**config.mk**
```make
export PLATFORM = sky130hd
export DESIGN_NAME = compare_bitwise_64_flat
export DESIGN_NICKNAME = d
export VERILOG_FILES = /design/src/rtl/compare_bitwise_64_pkg.sv /design/src/rtl/compare_bitwise_64_if.sv /design/src/rtl/compare_bitwise_64_cell.sv /design/src/rtl/compare_bitwise_64.sv /design/src/flat_wrapper.sv
export SDC_FILE = /design/constraint.sdc
export NUM_CORES = 1
export LEC_CHECK = 0
export BUFFER_PORTS_ARGS = -buffer_cell sky130_fd_sc_hd__buf_2
export CORE_ASPECT_RATIO = 0.75
export CORE_MARGIN = 1
export CORE_UTILIZATION = 35
export DETAILED_ROUTE_END_ITERATION = 8
export PLACE_DENSITY = 0.76
export SYNTH_ARGS = -nofsm -noshare
export SYNTH_HDL_FRONTEND = slang
export SYNTH_SLANG_ARGS = --single-unit
```
**constraint.sdc**
```tcl
create_clock -name clk -period 1.3 [get_ports clk]
set_input_delay 0.065 -clock clk [delete_from_list [all_inputs] [get_ports clk]]
set_output_delay 0.065 -clock clk [all_outputs]
set_load 0.005 [all_outputs]
```
**src/rtl/compare_bitwise_64_pkg.sv**
```systemverilog
// Shared core constants for the SLT/SLTU datapath: register width and
// the width of the compare flag that is zero-extended into a writeback value.
package compare_bitwise_64_pkg;

    localparam int XLEN       = 64;
    localparam int SLT_FLAG_W = 1;
    localparam int SLT_RES_W  = XLEN;

endpackage : compare_bitwise_64_pkg

```
**src/rtl/compare_bitwise_64_if.sv**
```systemverilog
// Operand/result bundle between the EX-stage operand mux and the SLTU comparator.
interface compare_bitwise_64_if
    import compare_bitwise_64_pkg::*;
#(
    parameter int WIDTH = XLEN
);

    logic [WIDTH-1:0] rs1;
    logic [WIDTH-1:0] rs2;
    logic [WIDTH-1:0] result;

    modport master (
        output rs1,
        output rs2,
        input  result
    );

    modport slave (
        input  rs1,
        input  rs2,
        output result
    );

endinterface : compare_bitwise_64_if

```
**src/rtl/compare_bitwise_64_cell.sv**
```systemverilog
// Single-bit unsigned compare cell: reports equality and a-less-than-b for one bit.
module cmp_bit_cell (
    input  logic a,
    input  logic b,
    output logic eq,
    output logic lt
);

    assign eq = ~(a ^ b);
    assign lt = ~a & b;

endmodule : cmp_bit_cell

```
**src/rtl/compare_bitwise_64.sv**
```systemverilog
// Registered unsigned less-than (RISC-V SLTU) built from per-bit cells merged
// MSB-first by a binary tree; one result per cycle, latency one cycle.
module compare_bitwise_64
    import compare_bitwise_64_pkg::*;
#(
    parameter int WIDTH = XLEN
) (
    input  logic                 clk,
    input  logic                 rst,
    compare_bitwise_64_if.slave  bus
);

    localparam int NODES = 2 * WIDTH;

    // Heap-indexed tree: node n has children 2n (more significant) and 2n+1.
    // Leaf WIDTH+j holds bit WIDTH-1-j, so lower indices are more significant.
    logic w_eq [2:NODES-1];
    logic w_lt [1:NODES-1];
    logic r_lt;

    for (genvar j = 0; j < WIDTH; j++) begin : g_cell
        cmp_bit_cell u_cell (
            .a  (bus.rs1[WIDTH-1-j]),
            .b  (bus.rs2[WIDTH-1-j]),
            .eq (w_eq[WIDTH+j]),
            .lt (w_lt[WIDTH+j])
        );
    end

    for (genvar n = 2; n < WIDTH; n++) begin : g_node
        assign w_eq[n] = w_eq[2*n] & w_eq[2*n+1];
        assign w_lt[n] = w_lt[2*n] | (w_eq[2*n] & w_lt[2*n+1]);
    end

    // The root only needs lt; equality of the whole word is never consumed.
    assign w_lt[1] = w_lt[2] | (w_eq[2] & w_lt[3]);

    always_ff @(posedge clk) begin
        if (rst) begin
            r_lt <= 1'b0;
        end else begin
            r_lt <= w_lt[1];
        end
    end

    assign bus.result = {{(WIDTH-SLT_FLAG_W){1'b0}}, r_lt};

endmodule : compare_bitwise_64

```
**src/flat_wrapper.sv**
```systemverilog
// flat-port wrapper written by rule: the top's interface ports become plain ports
module compare_bitwise_64_flat import compare_bitwise_64_pkg::*;
#(
    parameter int WIDTH = XLEN
)
  (clk, rst, bus_rs1, bus_rs2, bus_result);
  compare_bitwise_64_if #(.WIDTH(WIDTH)) bus_i ();
  input  logic clk;
  input  logic rst;
  input wire logic [$bits(bus_i.rs1)-1:0] bus_rs1;
  input wire logic [$bits(bus_i.rs2)-1:0] bus_rs2;
  output wire logic [$bits(bus_i.result)-1:0] bus_result;
  assign bus_i.rs1 = bus_rs1;
  assign bus_i.rs2 = bus_rs2;
  assign bus_result = bus_i.result;
  compare_bitwise_64 #(.WIDTH(WIDTH)) u_core (.clk(clk), .rst(rst), .bus(bus_i));
endmodule
```
==> impl_results.md <==
* EDFF count, synth at 0
* Status: complete, but fails checks
* Synth top cells by count: inv_1, buf_4, ha_1
* Pre-Repair DR Iteration Count at 4
* Max cap viols at 0
* Final WL at 5.31 mm
* Area growth from synthesis to layout at 47.9%
* Most numerous cell in the Yosys netlist: inv_1
* Fraction of registers with async set/reset at 0
* Initial antenna violation count at 0
* Period minus WS final at about 1500 ps
* Gpl congestion at between 0.7 and 0.8
* GRT overflow at 0
* Critical path type: input pin to flip-flop
* Die W at 92.8 um
* Largest net degree at the start of global routing at 5
* Layout Utilization at 0.544
* Mapped Area at between 2000 and 2500 um2
* Int Power at between 0.4 and 0.5 mW
* Violated checks: negative setup slack
* Drt drc at 0
* DPL Wire Length at a little under 5 mm
* Synth Instances at approximately 300
* Final setup margin at -230 ps
* Worst-path clk slew at 0 ps
* CP required at between 1000 and 1500 ps
* Vias at 2211
* Sw frac at 0.467
* Initial DRC count at 18
* Sw power at approximately 0.44 mW
* Setup violators final at 1
* P_leak at 1.88 nW
* Setup crit end: u_core.r_lt
* Initial core utilization at 0.368
* Crit path capture type: flip-flop
* Top Registers: u_core.r_lt (1)
* NumNets Final at 634
* RSZ-0062 raised after global routing: yes
* Combinational Power Share at 0.963
* GRT Total Usage at 0.158
* Dpl cells at a little over 500
* Hold_ws at between 200 and 250 ps
* Synth top area cells: ha_1, buf_4, inv_1
* Synth Warn # at 0
* Largest Register: u_core.r_lt
* Commonest register cell after synthesis: dfxtp_1
* Layout Cells excl Fill at approximately 520
* Clock share of power at 0
* Fmax at around 650 MHz
* Synth unique cells at 33
* Die Y at around 70 um
* Crit path from: bus_rs1[33]
* Via/cell ratio at ~4.3
* Startpoint Class: input pin
* PortBufs at between 100 and 150
* Worst vdd ir at 0.000140 V
* Final period utilization at 1.18
* Ports at slightly below 200
* Num rows at 24
* Share of cells above drive strength 1 at 0.440
* DR WL/cell at 10.3 um
* Vias in the first global route at ~2200
* Post-synth top area share at 0.364
* Power Dens Cells at roughly 300 nW/um2
* Syn Area/Cell at 7.37 um2
* Critical Path Fanout Max at 2
* Max reg flops at 1
* Synth area leader: ha_1
* Yosys reg bits at 1
* Final Hold Fails at 0
* Die area at roughly 6500 um2
* CP Data Arrival Time at between 1000 and 1500 ps
* First-pass GRT wire length at a little under 9 mm
* Slew Viols, Final at 0
* Sequential Power Share at 0.037
* Register area share after synthesis at 0.00924
* Inserted Diodes at 0
* CORE AREA at 5890 um2
* Worst hold path type: input pin to flip-flop
* Post-DRT Antenna Nets at 0
area by class of cell:
type | count | area (um2)
timing repair buffer | 147 | 818
inverter | 66 | 255
tap | 78 | 97.6
multi-input combinational | 225 | 2010
fill | 551 | 2680
sequential | 1 | 20.0
power by group through the flow:
stage / Sequential, mW / Combinational (mW) / Clock [mW]
2_1_floorplan: 0.0346 / 0.595 / 0
3_3_place_gp: 0.0353 / 0.777 / 0
3_5_place_dp: 0.0351 / 0.805 / 0
4_1_cts: 0.0351 / 0.891 / 0
5_1_grt: 0.0352 / 1.03 / 0
6_report: 0.0351 / 0.901 / 0
worst min path at each step:
stage               slack, ps           to  start  cells after the start
floorplan                 140  u_core.r_lt    rst                      1
global route              250  u_core.r_lt    rst                      2
finish                    230  u_core.r_lt    rst                      2
global placement          230  u_core.r_lt    rst                      2
detailed placement        240  u_core.r_lt    rst                      2
CTS                       240  u_core.r_lt    rst                      2
worst max-delay path: stages:
cell and delay [ps]:
buf_2 80, inv_1 50, ha_4 260, nand4_1 150, nor4_4 350, nand4_1 140, a41o_1 230, a41oi_2 120
cells in the final DEF, fill, tap and decap left out, types with 2 or more instances in the layout:
master	synthesis	final
buf_2	0	123
a211oi_1	3	3
buf_4	64	18
inv_2	0	5
a21o_1	4	4
nand3_1	3	3
ha_4	0	21
ha_1	63	42
o2111ai_1	2	2
nor2_1	4	4
buf_6	0	6
o21ai_1	2	3
nand2_1	17	17
a21oi_1	23	23
nand4_1	6	6
inv_1	66	59
conb_1	1	63
nand4_2	5	2
nor4_4	1	3
nand4_4	0	3
nor3_1	4	2
o21ai_0	9	8
what timing repair did:
| action | in CTS | in global routing |
|---|---|---|
| endpoints found under the setup margin | 1 | 1 |
| gates cloned | 0 | 0 |
| pin swaps | 13 | 11 |
| gates resized for setup | 26 | 7 |
| setup buffers | 3 | 0 |
| hold buffers | 0 | 0 |
metal layers:
| metal | track usage | wire (um) |
|---|---|---|
| met5 | 0 | 0 |
| met4 | 0.00855 | 28 |
| met3 | 0.00654 | 297 |
| met1 | 0.169 | 2090 |
| met2 | 0.346 | 2890 |
cells by family after synthesis:
kind of cell,count (synthesis),synth area share
buffers and inverters,130,0.336
DFF,1,0.00924
adders and majority gates,63,0.364
AOI/OAI and AO/OA,53,0.155
and+or+nand+nor,46,0.134
other,1,0.00173
metrics by stage:
step	setup slack, ps	power, mW	cell area, um2	TNS [ps]
after global placement	-377	0.812	2940	-377
after CTS	-268	0.927	3160	-268
final	-230	0.936	3200	-230
after global routing	-329	1.07	3200	-329
after detailed placement	-415	0.840	2940	-415
after floorplan	0.239	0.629	2560	0
(Power assumes the default switching activity.)
